File: src/rtl/imm_narrower.sv
// Two-stage pipeline that narrows a datapath word to an IMM_W-bit immediate and
// flags whether the value survives the narrowing, with a saturating miss counter.
module imm_narrower #(
    parameter int unsigned IN_W  = 16,
    parameter int unsigned IMM_W = 4,
    parameter int unsigned CNT_W = 8
) (
    input  logic             clock,
    input  logic             reset_n,
    input  logic             in_valid,
    output logic             in_ready,
    input  logic [IN_W-1:0]  in_data,
    input  logic             in_signed,
    output logic             out_valid,
    input  logic             out_ready,
    output logic [IMM_W-1:0] out_imm,
    output logic             out_fits,
    input  logic             clear_cnt,
    output logic [CNT_W-1:0] err_cnt
);

    logic             s1_valid_q, s1_valid_d;
    logic [IN_W-1:0]  s1_data_q,  s1_data_d;
    logic             s1_signed_q, s1_signed_d;
    logic             s2_valid_q, s2_valid_d;
    logic [IMM_W-1:0] s2_imm_q,   s2_imm_d;
    logic             s2_fits_q,  s2_fits_d;
    logic [CNT_W-1:0] err_cnt_q,  err_cnt_d;

    logic                  in_fire, out_fire, s2_load, fits;
    logic [IN_W-IMM_W-1:0] upper;

    assign in_fire  = in_valid && in_ready;
    assign out_fire = s2_valid_q && out_ready;
    assign s2_load  = s1_valid_q && (!s2_valid_q || out_ready);
    assign in_ready = !s1_valid_q || !s2_valid_q || out_ready;

    // Signed fit: the discarded bits must all replicate the new sign bit.
    assign upper = s1_data_q[IN_W-1:IMM_W];
    assign fits  = s1_signed_q ? (upper == {(IN_W-IMM_W){s1_data_q[IMM_W-1]}})
                               : (upper == '0);

    always_comb begin
        s1_valid_d  = s1_valid_q;
        s1_data_d   = s1_data_q;
        s1_signed_d = s1_signed_q;
        s2_valid_d  = s2_valid_q;
        s2_imm_d    = s2_imm_q;
        s2_fits_d   = s2_fits_q;
        err_cnt_d   = err_cnt_q;

        if (in_fire) begin
            s1_valid_d  = 1'b1;
            s1_data_d   = in_data;
            s1_signed_d = in_signed;
        end else if (s2_load) begin
            s1_valid_d  = 1'b0;
        end

        if (s2_load) begin
            s2_valid_d = 1'b1;
            s2_imm_d   = s1_data_q[IMM_W-1:0];
            s2_fits_d  = fits;
        end else if (out_fire) begin
            s2_valid_d = 1'b0;
        end

        if (clear_cnt) begin
            err_cnt_d = '0;
        end else if (out_fire && !s2_fits_q && (err_cnt_q != '1)) begin
            err_cnt_d = err_cnt_q + 1'b1;
        end
    end

    always_ff @(posedge clock or negedge reset_n) begin
        if (!reset_n) begin
            s1_valid_q  <= 1'b0;
            s1_data_q   <= '0;
            s1_signed_q <= 1'b0;
            s2_valid_q  <= 1'b0;
            s2_imm_q    <= '0;
            s2_fits_q   <= 1'b0;
            err_cnt_q   <= '0;
        end else begin
            s1_valid_q  <= s1_valid_d;
            s1_data_q   <= s1_data_d;
            s1_signed_q <= s1_signed_d;
            s2_valid_q  <= s2_valid_d;
            s2_imm_q    <= s2_imm_d;
            s2_fits_q   <= s2_fits_d;
            err_cnt_q   <= err_cnt_d;
        end
    end

    assign out_valid = s2_valid_q;
    assign out_imm   = s2_imm_q;
    assign out_fits  = s2_fits_q;
    assign err_cnt   = err_cnt_q;

endmodule

File: config.mk
export PLATFORM = sky130hd
export DESIGN_NAME = imm_narrower
export DESIGN_NICKNAME = d
export VERILOG_FILES = /design/src/rtl/imm_narrower.sv
export SDC_FILE = /design/constraint.sdc
export NUM_CORES = 1
export LEC_CHECK = 0
export CAP_MARGIN = 25
export CORE_MARGIN = 5
export CORE_UTILIZATION = 27
export CTS_BUF_LIST = sky130_fd_sc_hd__clkbuf_2 sky130_fd_sc_hd__clkbuf_4 sky130_fd_sc_hd__clkbuf_8
export DETAILED_ROUTE_END_ITERATION = 16
export PLACE_DENSITY = 0.55
export SETUP_SLACK_MARGIN = 0.15
export SYNTH_ARGS = -nofsm -noshare
export SYNTH_HDL_FRONTEND = slang
export SYNTH_SLANG_ARGS = --single-unit
File: constraint.sdc
create_clock -name clock -period 2.19 [get_ports clock]
set_clock_uncertainty 0.2 [all_clocks]
set_input_delay 0.5475 -clock clock [delete_from_list [all_inputs] [get_ports clock]]
set_output_delay 0.5475 -clock clock [all_outputs]
set_load 0.02 [all_outputs]
==> results of run 1 <==
cell families (layout without fill, tap and decap cells):
family,after synthesis,after routing,share of synthesized area [%]
adders and majority gates,1,1,0.884
AOI/OAI and AO/OA,9,9,5.39
DFF,32,32,56.6
muxes,22,22,17.4
buffers and inverters,3,47,1.68
and+or+nand+nor,32,32,14.3
xor gates and xnor gates,6,6,3.71
final timing paths:
path                                end  slack [ns]  cells past startpoint
min reg2reg                   out_valid        0.30                      1
max in group asynchronous    err_cnt[2]        1.03                      2
max reg2reg                  err_cnt[4]        0.43                      5
min                           out_valid        0.30                      1
max                          out_imm[0]        0.21                      1
min in group asynchronous  s1_data_q[1]        0.46                      2
synthesized netlist by cell type, drive strengths merged:
cell type / count
and2: 1
and3: 2
and3b: 1
and4: 2
buf: 2
clkbuf: 1
dfrtp: 32
ha: 1
mux2: 21
mux2i: 1
nand2: 4
nand2b: 1
nand3: 1
nand3b: 1
nand4: 4
nor2: 8
nor3: 1
nor4: 4
o2111ai: 2
o211ai: 3
o21a: 1
o21ai: 2
o21ba: 1
or2b: 2
xor2: 6
power groups by stage:
stage	Clock, uW	Combinational, uW	Sequential [uW]
finish	608	255	712
global placement	0	258	718
CTS	626	260	713
global route	648	280	723
floorplan	0	110	743
detailed placement	0	265	724
flip-flops by register name, summed over array words and instances, names as in the netlist:
| name | count |
|---|---|
| out_fits | 1 |
| out_imm | 4 |
| s1_data_q | 16 |
| s1_valid_q | 1 |
| s1_signed_q | 1 |
| out_valid | 1 |
| err_cnt | 8 |
routing by layer:
metal  part of all wire, %  GRT usage [%]  up-vias
li1                      -              -      468
met1                    39           10.4      493
met2                    51           16.1       31
met3                   8.9           4.23        4
met4                   1.1           3.82        0
met5                     0              0        -
area by class of cell:
| cell class | instances | area, sq um |
|---|---|---|
| Sequential cell | 32 | 801 |
| Clock buffer | 7 | 96.3 |
| Fill cell | 491 | 3120 |
| Timing Repair Buffer | 39 | 380 |
| Multi-Input combinational cell | 70 | 591 |
| Tap cell | 70 | 87.6 |
| Clock inverter | 1 | 30.0 |
metrics by stage:
stage	hold slack (ns)	cells	setup TNS [ns]	cell area [sq um]
2_1_floorplan	0.0519	105	0	1420
3_3_place_gp	0.270	211	-0.319	1860
3_5_place_dp	0.294	211	-1.09	1860
4_1_cts	0.304	219	0	1970
5_1_grt	0.323	219	0	1990
6_report	0.303	219	0	1990
timing repair:
item	CTS	global route
setup endpoints to repair	10	3
pin swaps	0	0
hold endpoints to repair	0	0
resized for setup	13	5
==> results.py, run 1 <==
metrics = {
    "sta": {
        "period_share_pct": 90.3,
        "fmax_ghz": 0.506,
        "finalCriticalPeriod_ns": 1.98,
        "rsz0062_at_grt": "no",
        "final_hold_viol_count": 0,
        "maxSlewHeadroom_pct": 73.0,
        "maxSlewViolCount": 0,
        "setup_viol": 0,
        "tightest_slew_ns": 0.405,
        "finalWorstSetupSlack_ns": 0.213,
    },
    "drt": {
        "route.detailed.drc": 0,
        "drt_iter0_drc": 29,
        "postRouteAntennaNets": 0,
        "wire_per_inst_um": 13.2,
        "routed_via_density": 4.55,
        "vias": 996,
        "drtPass1Iterations": 2,
        "routed_wl_mm": 2.89,
    },
    "clock_tree": {
        "clk_pin_slew_ns": 0.07,
        "ctsHoldBuffers": 0,
        "cts_setup_buffers": 0,
        "clk_latency_ns": 0.28,
        "root_buffer": "clkbuf_8",
        "cts_tree": "done",
        "cts.path.max_buffers": 2,
        "htreeDepth": 2,
        "cts_sinks": 32,
        "cts_buffers": 5,
    },
    "critical_path": {
        "crit_fanout": 2,
        "cp_slowest_cell": "clkdlybuf4s50_1",
        "path_class": "reg2out",
        "critPathCaptureType": "output port",
        "worst-path-buf-inv": 1,
        "critPathTopFamily": "buffers and inverters",
        "startpoint": "out_imm[0]",
        "cp_cell_sequence": "clkdlybuf4s50_1",
        "max_stage_delay_ns": 0.61,
        "cp-start-kind": "flop",
        "arrival_ns": 1.23,
        "r2r-start": "err_cnt[0]",
        "required_ns": 1.44,
    },
    "global_route": {
        "grt_pass1_vias": 1095,
        "grt_first_pass_wirelength_mm": 4.87,
        "globalRouteOverflowTotal": 0,
        "grt_max_degree": 33,
        "grt_util_all_layers_pct": 9.52,
        "antenna_found_initial": 0,
    },
    "finish": {
        "layout-drive-gt1-share_pct": 25.5,
        "final_nets": 171,
        "final_common_cell": "dfrtp_1",
        "final_core_util_pct": 38.9,
        "mostFrequentLayoutCells": "dfrtp_1, clkdlybuf4s50_1, mux2_2",
        "syn_to_final_growth_pct": 40.3,
        "num_antenna_cells": 0,
    },
    "logic_synthesis": {
        "synth_cell_types": 31,
        "ys_seq_area_share_pct": 56.6,
        "synth_top_area_share_pct": 56.6,
        "ys_seq_elements": 32,
        "yosysWarningCount": 0,
        "avgSynthCellArea_sq_um": 13.5,
        "syn-cell-area_sq_mm": 0.00142,
        "syn-num-nets": 128,
        "synthCells": 105,
        "yosys.area.top_type": "dfrtp_1",
        "ys_top_cells_by_area": "dfrtp_1, mux2_2, xor2_1",
    },
    "place": {
        "hpwl_mm": 2.22,
        "io_buffers": 36,
        "gp_congestion": 0.823,
        "pre_cts_ws_ns": -0.358,
    },
    "pwr": {
        "ir_worst_vdd_mv": 0.412,
        "swShare_pct": 23.0,
        "p_seq_share_pct": 45.2,
        "p_int_uw": 1210,
        "switchingPower_uw": 362,
        "power_frac_clock_pct": 38.6,
        "p_per_area_mw_per_mm2": 793,
        "power.total_uw": 1570,
        "leakagePower_uw": 0.000919,
        "pwr-share-comb_pct": 16.2,
    },
    "hold_path": {
        "hp-class": "reg2reg",
        "worstHoldStart": "s1_valid_q",
    },
    "floorplanning": {
        "die_y_um": 82.4,
        "die-area_sq_mm": 0.00679,
        "fp.dieW_um": 82.4,
        "core_area_sq_mm": 0.00511,
        "ios": 37,
        "num_rows": 26,
        "start_util_pct": 27.7,
    },
    "job": {
        "maxCapViolations": 0,
    },
    "run_status": {
        "status": "finished, final reports clean",
    },
}
(Power assumes the default switching activity.)
==> run 2, diff against run 1 <==
--- a/config.mk
+++ b/config.mk
@@ -12,6 +12,7 @@
 export DETAILED_ROUTE_END_ITERATION = 16
 export PLACE_DENSITY = 0.55
 export SETUP_SLACK_MARGIN = 0.15
+export SKIP_CTS_REPAIR_TIMING = 1
 export SYNTH_ARGS = -nofsm -noshare
 export SYNTH_HDL_FRONTEND = slang
 export SYNTH_SLANG_ARGS = --single-unit
==> results.py, run 2 (synthesis results as in run 1) <==
metrics = {
    "global_route": {
        "grt_pass1_vias": 1095,
        "gr-max-usage-layer": "met2",
        "grt_first_pass_wirelength_mm": 4.87,
        "use_met2_pct": 16.1,
        "globalRouteOverflowTotal": 0,
        "grt_util_all_layers_pct": 9.52,
        "antenna_found_initial": 0,
        "use_met1_pct": 10.4,
        "grt_max_degree": 33,
        "use_met3_pct": 4.23,
    },
    "finish": {
        "fill_cells": 485,
        "syn_to_final_growth_pct": 42.1,
        "layout-drive-gt1-share_pct": 25.5,
        "final_core_util_pct": 39.4,
        "num_antenna_cells": 0,
        "multi_input_area_sq_um": 591,
        "final_nets": 171,
        "largest-register": "s1_data_q",
        "regArea_sq_um": 801,
        "mostFrequentLayoutCells": "dfrtp_1, clkdlybuf4s50_1, mux2_2",
        "final_cell_area_sq_mm": 0.00201,
        "largest_register_ffs": 16,
        "final_cells": 219,
        "final_common_cell": "dfrtp_1",
    },
    "place": {
        "dp.cells": 211,
        "placed_cell_area_sq_mm": 0.00186,
        "hpwl_mm": 2.22,
        "gp_congestion": 0.823,
        "io_buffers": 36,
    },
    "clock_tree": {
        "cts.path.max_buffers": 2,
        "clk_latency_ns": 0.28,
        "root_buffer": "clkbuf_8",
        "cts_sinks": 32,
        "htreeDepth": 2,
        "cts_tree": "done",
        "cts_buffers": 5,
        "clk_pin_slew_ns": 0.06,
    },
    "sta": {
        "tightest_slew_ns": 0.405,
        "tns_ns": 0,
        "maxSlewViolCount": 0,
        "maxSlewHeadroom_pct": 73.0,
        "rsz0062_at_grt": "yes",
        "fmax_ghz": 0.477,
        "final_hold_viol_count": 0,
        "period_share_pct": 95.6,
        "finalCriticalPeriod_ns": 2.09,
        "whs_ns": 0.303,
        "setup_viol": 0,
    },
    "job": {
        "maxCapViolations": 0,
    },
    "drt": {
        "postRouteAntennaNets": 0,
        "routed_via_density": 4.53,
        "routed_wl_mm": 2.89,
        "wire_per_inst_um": 13.2,
        "vias": 991,
        "drt_iter0_drc": 29,
        "drtPass1Iterations": 2,
        "route.detailed.drc": 0,
    },
    "critical_path": {
        "critPathCaptureType": "output port",
        "path_class": "in2out",
        "required_ns": 1.44,
        "arrival_ns": 1.35,
        "crit_fanout": 3,
        "cp-start-kind": "primary input",
    },
    "floorplanning": {
        "core_area_sq_mm": 0.00511,
        "num_rows": 26,
        "ios": 37,
        "die_y_um": 82.4,
        "fp.dieW_um": 82.4,
        "start_util_pct": 27.7,
        "die-area_sq_mm": 0.00679,
    },
    "pwr": {
        "ir_worst_vdd_mv": 0.412,
        "p_per_area_mw_per_mm2": 784,
        "leakagePower_uw": 0.00102,
    },
    "hold_path": {
        "hp-class": "reg2reg",
    },
    "run_status": {
        "status": "finished, final reports clean",
    },
}
[run 2: worst max-delay path, stage by stage]
cell and delay, ns:
clkdlybuf4s50_1 0.49, nand3b_1 0.14, buf_2 0.17
[run 2: worst paths after layout]
path | from | endpoint | slack, ns | cells past startpoint
setup / recovery | out_ready | in_ready | 0.1 | 3
max in group asynchronous | reset_n | err_cnt[2] | 1.03 | 2
hold / removal | s1_valid_q | out_valid | 0.30 | 1
setup reg to reg | err_cnt[0] | err_cnt[4] | 0.43 | 5
hold reg to reg | s1_valid_q | out_valid | 0.30 | 1
min in group asynchronous | reset_n | s1_data_q[1] | 0.46 | 2
[run 2: power breakdown]
part / switching, uW / internal [uW]
Sequential: 48.4 / 664
Combinational: 107 / 149
Clock: 207 / 401
Total: 362 / 1210
[run 2: metrics by stage]
stage               setup WS (ns)  total power, uW
floorplan                   0.304              853
global placement           -0.319              976
detailed placement         -0.358              989
CTS                        -0.364             1600
global route               0.0612             1650
finish                     0.0956             1580
[run 2: metal layers]
layer  wire length [um]  vias to the layer above
met5                  0                        -
met4                 31                        0
met3                261                        4
met2               1450                       31
met1               1140                      490
li1                   -                      466
[run 2: cell type report]
cell class	count	area share [%]
clock inverter	1	1.49
timing repair buffer	39	20.2
clock buffer	7	4.79
multi-input combinational	70	29.4
sequential	32	39.8
tap	70	4.36
==> RTL edit 1: new RTL, config.mk and constraints of run 1 <==
Set the parameter `IN_W` to 32 (it was 16).
--- a/src/rtl/imm_narrower.sv
+++ b/src/rtl/imm_narrower.sv
@@ -3,3 +3,3 @@
 module imm_narrower #(
-    parameter int unsigned IN_W  = 16,
+    parameter int unsigned IN_W  = 32,
     parameter int unsigned IMM_W = 4,
Ports: changed (resized in_data); port bits go from 37 to 53. No check against the original RTL was run, so the function may have changed too.
==> RTL edit 1 against run 1 <==
  * The flow now finishes with violations (negative hold slack)
  * Total power increased by 38%
  * Worst setup slack got worse by 0.0090 ns
  * Synthesized cell count increased by 46%
  * Synthesized area increased by 44%
  * Sequential share of layout area increased by 1.3 points
  * Largest cell class unchanged
  * Wire length increased by 59%
  * Sequential cell count increased by 16
  * Design area increased by 45%
==> RTL edit 1: results (changes against run 1) <==
Max reg flops -> 32 (+16)
Worst Tran Pin Value -> 0.487 ns (+0.0816 ns)
Via count -> 1,452 (+46%)
FF-to-FF Start -> s1_data_q[29]
Post-DP HPWL -> 3.52 mm (+59%)
R2R depth -> 3 (-2)
Global-route wire length before repair -> 7.61 mm (+56%)
Clk Latency, worst-skew pair -> 0.30 ns (+0.02 ns)
Share of layout cells above drive strength 1 -> 0.283 (+0.0281)
# fillers -> 735 (+50%)
Clock Pin Slew Worst Setup and Hold Paths -> 0.09 ns (+0.02 ns)
WHS -> -0.00847 ns (-0.312 ns)
Syn nets -> 192 (+50%)
Adder-Cell Fraction of Synth Area -> 0.00613 (-0.00271)
1st-pass router iterations -> 4 (+2)
Most common library cells after synthesis -> dfrtp_1 (48), mux2_2 (37), nand2_1 (7), nand4_1 (7), nor2_1 (7)
Worst VDD drop -> 0.000346 V (-16%)
Top post-synthesis cells by area -> dfrtp_1 (59%), mux2_2 (20%), xnor2_1 (2.6%)
Reg-to-Reg End -> out_fits
Failing checks -> negative hold slack
Status -> finished, violations left
Net switching power -> 538 µW (+48%)
Post-synthesis xor/xnor area fraction -> 0.0258 (-0.0114)
Global placement routability congestion -> 0.770 (-6.4%)
Fin. Hold Viols -> 11 (+11)
Fraction of synthesized area in multiplexers -> 0.209 (+0.0349)
Nets -> 257 (+50%)
[RTL edit 1: cell count changes after synthesis, moves of 3 or more]
cell     before  now
a21oi_1       0    3
dfrtp_1      32   48
mux2_2       21   37
nand2_1       3    7
nand3_1       1    4
nand4_1       3    7
or4_1         0    3
xnor2_1       0    6
xor2_1        6    0
[RTL edit 1: power groups by stage]
stage                     clock network, mW  registers [mW]  logic, mW
after detailed placement                  0            1.11      0.392
after floorplan                           0            1.12      0.173
after CTS                             0.727            1.09      0.386
after global placement                    0            1.11      0.385
final                                 0.704            1.09      0.379
after global routing                  0.768            1.11      0.412
[RTL edit 1: cell families (layout without fill, tap and decap cells)]
kind of cell	count (synthesis)	count (layout)
mux	38	38
flops	48	48
fa+ha+maj	1	1
compound gates	10	10
xor+xnor	6	6
buf+inv	6	72
simple gates	44	44
[RTL edit 1: layout make-up]
cell class,count,share of cell area
sequential,48,0.416
multi-input combinational,99,0.290
timing repair buffer,62,0.204
tap,99,0.0430
clock buffer,7,0.0334
clock inverter,1,0.0104
inverter,2,0.00260
[RTL edit 1: stage by stage]
stage | power (mW) | TNS (ns) | std cells | cell area [µm²] | hold slack, ns
after floorplan | 1.29 | 0 | 153 | 2040 | 0.0519
after global placement | 1.49 | -3.80 | 310 | 2740 | 0.283
after detailed placement | 1.50 | -3.92 | 310 | 2740 | 0.293
after CTS | 2.21 | 0 | 318 | 2850 | 0.00506
after global routing | 2.29 | 0 | 318 | 2880 | 0.0246
final | 2.17 | 0 | 318 | 2880 | -0.00847
[RTL edit 1: how the worst max path moves through the flow]
| stage | endpoint | startpoint | slack (ns) |
|---|---|---|---|
| 6_report | out_imm[1] | out_imm[1] | 0.20 |
| 5_1_grt | err_cnt[5] | err_cnt[0] | 0.12 |
| 4_1_cts | in_ready | out_ready | 0.10 |
| 3_5_place_dp | in_ready | out_ready | -0.34 |
| 3_3_place_gp | in_ready | out_ready | -0.32 |
| 2_1_floorplan | s1_data_q[0] | out_ready | 0.22 |
[RTL edit 1: worst register-to-register path, stage by stage (launching register included)]
cell and delay, ns:
dfrtp_1 0.40, or4_4 0.55, or4_4 0.55, a41oi_2 0.19
[RTL edit 1: routing by layer]
layer	vias up	global-route usage	part of all wire
met1	708	0.132	0.46
met4	0	0.0389	0.017
met2	37	0.151	0.47
met3	8	0.0353	0.053
met5	-	0	0
li1	699	-	-
==> RTL edit 2: new RTL, config.mk and constraints of run 1 <==
Without the edit above. Reset style: synchronous (`reset_n`), changed in one clocked block.
--- a/src/rtl/imm_narrower.sv
+++ b/src/rtl/imm_narrower.sv
@@ -74,3 +74,3 @@
 
-    always_ff @(posedge clock or negedge reset_n) begin
+    always_ff @(posedge clock) begin
         if (!reset_n) begin
Formal check against the unedited RTL: differs if reset_n is asserted again (counterexample within 4 cycles, from zero or initial values and one cycle with reset_n low); with reset_n held inactive, the same outputs for 10 cycles.
==> RTL edit 2 against run 1 <==
  * Sequential power shrank 13%
  * Die area fell by 2.3%
  * Sequential cell count stayed put
  * Worst setup slack improved by 0.011 ns
  * Core utilization rose by 0.23 points
  * Synthesized area shrank 2.6%
  * Combinational power fell by 46%
  * Wire length increased by 7.1%
  * Largest power group unchanged
  * Design area decreased by 0.69%
  * Total power shrank 22%
==> RTL edit 2: results (changes against run 1) <==
H-tree depth -> 2 (unchanged)
F_max -> 509 MHz (+0.54%)
Status -> finished clean
Post-DP HPWL -> 2.29 mm (+3.3%)
Via count -> 1,194 (+20%)
Adder-Cell Fraction of Synth Area -> 0.00907 (+0.000233)
Async SR Flop Fraction -> 0 (-1.00)
Post-Route WL -> 3.09 mm (+7.1%)
Count of cell types in the netlist -> 34 (+9.7%)
Post-Place Cells -> 259 (+23%)
Post-route insts no fill -> 267 (+22%)
Worst hold path depth -> 2 (+1)
# fillers -> 547 (+11%)
Most common library cells after synthesis -> dfxtp_1 (32), nand2_1 (21), nand3_1 (19), a21boi_1 (18), buf_2 (6)
Pleak -> 0.856 nW (-6.8%)
Port Buf Inserts -> 36 (unchanged)
FF-to-FF Start -> err_cnt[0]
R2r setup slk -> 0.52 ns (+0.09 ns)
Largest net degree at the start of global routing -> 25 (-24%)
Worst VDD drop -> 0.000302 V (-27%)
Syn nets -> 174 (+36%)
1st-pass router iterations -> 4 (+2)
Worst Hold End -> s1_data_q[0]
Global Route Usage Sum -> 0.107 (+0.0121)
Global-route wire length before repair -> 5.46 mm (+12%)
Critical-path top delay cell -> clkdlybuf4s50_1
Post-synthesis compound-gate area fraction -> 0.158 (+0.104)
Top post-synthesis cells by area -> dfxtp_1 (46%), a21boi_1 (9.8%), nand3_1 (6.9%)
Share of layout cells above drive strength 1 -> 0.127 (-0.128)
Post-synthesis xor/xnor area fraction -> 0.0254 (-0.0117)
Placed Area -> 1880 µm² (+1.0%)
Number of buffers added for setup after CTS -> 0 (unchanged)
Sequential share of the synthesized area -> 0.465 (-0.101)
Hold Startpoint -> s1_data_q[0]
Synth Warn # -> 0 (unchanged)
Slew margin rel. -> 0.816 (+0.0857)
Nets -> 219 (+28%)
Fraction of synthesized area in multiplexers -> 0.0363 (-0.138)
Mapped Cells -> 151 (+44%)
Global placement routability congestion -> 0.737 (-10%)
Reg-to-Reg End -> err_cnt[5]
==> RTL edit 2: cell count changes after synthesis, moves of 3 or more <==
| cell | delta |
|---|---|
| dfxtp_1 | +32 |
| mux2_2 | -21 |
| mux2i_1 | +4 |
| dfrtp_1 | -32 |
| nor2b_1 | +5 |
| buf_2 | +5 |
| nand3_1 | +18 |
| a21boi_1 | +18 |
| nand2_1 | +18 |
| nor2_1 | -4 |
| xor2_1 | -3 |
==> RTL edit 2: kinds of logic after synthesis <==
kind of cell | count (synthesis)
buf+inv | 11
mux | 5
compound gates | 29
simple gates | 69
xor+xnor | 4
flops | 32
fa+ha+maj | 1
==> RTL edit 2: layout make-up <==
cell class	count	area share
Inverter	2	0.00381
Multi-Input combinational cell	108	0.350
Sequential cell	32	0.325
Tap cell	70	0.0444
Timing Repair Buffer	47	0.230
Clock buffer	6	0.0387
Clock inverter	2	0.00825
==> RTL edit 2: report_power, final <==
part           internal (mW)  switching (mW)
logic                 0.0817          0.0550
registers              0.605          0.0157
clock network          0.238           0.228
==> RTL edit 2: worst max-delay path by stage <==
stage | cells past startpoint | to | from | slack [ns]
after floorplan | 3 | in_ready | out_ready | 0.38
after global placement | 3 | in_ready | out_ready | -0.39
after detailed placement | 3 | in_ready | out_ready | -0.37
after CTS | 3 | in_ready | out_ready | 0.07
after global routing | 1 | out_imm[1] | out_imm[1] | 0.16
final | 1 | out_imm[0] | out_imm[0] | 0.22
==> RTL edit 2: layer usage <==
metal,track usage,share of wire,vias to the layer above
met5,0,0,-
met4,0.0405,0.017,0
met3,0.0439,0.077,6
met2,0.160,0.43,34
met1,0.138,0.48,530
li1,-,-,624
==> RTL edit 2: tightest hold or removal path, cell delays in order, from the launching register on <==
cell and delay [ns]:
dfxtp_1 0.31, nand2_1 0.05, a21boi_1 0.05
==> RTL edit 2: per-stage QoR <==
stage / util / setup TNS (ns) / worst slack (ns)
detailed placement: 0.373 / -0.388 / -0.366
CTS: 0.388 / 0 / 0.0690
global route: 0.391 / 0 / 0.161
floorplan: - / 0 / 0.376
global placement: 0.373 / -0.428 / -0.390
finish: 0.391 / 0 / 0.224
==> RTL edit 2: repair_timing <==
item	CTS	global route
setup endpoints to repair	9	4
cloned	0	0
hold buffers	0	0
pin swaps	0	0
resized for setup	12	5
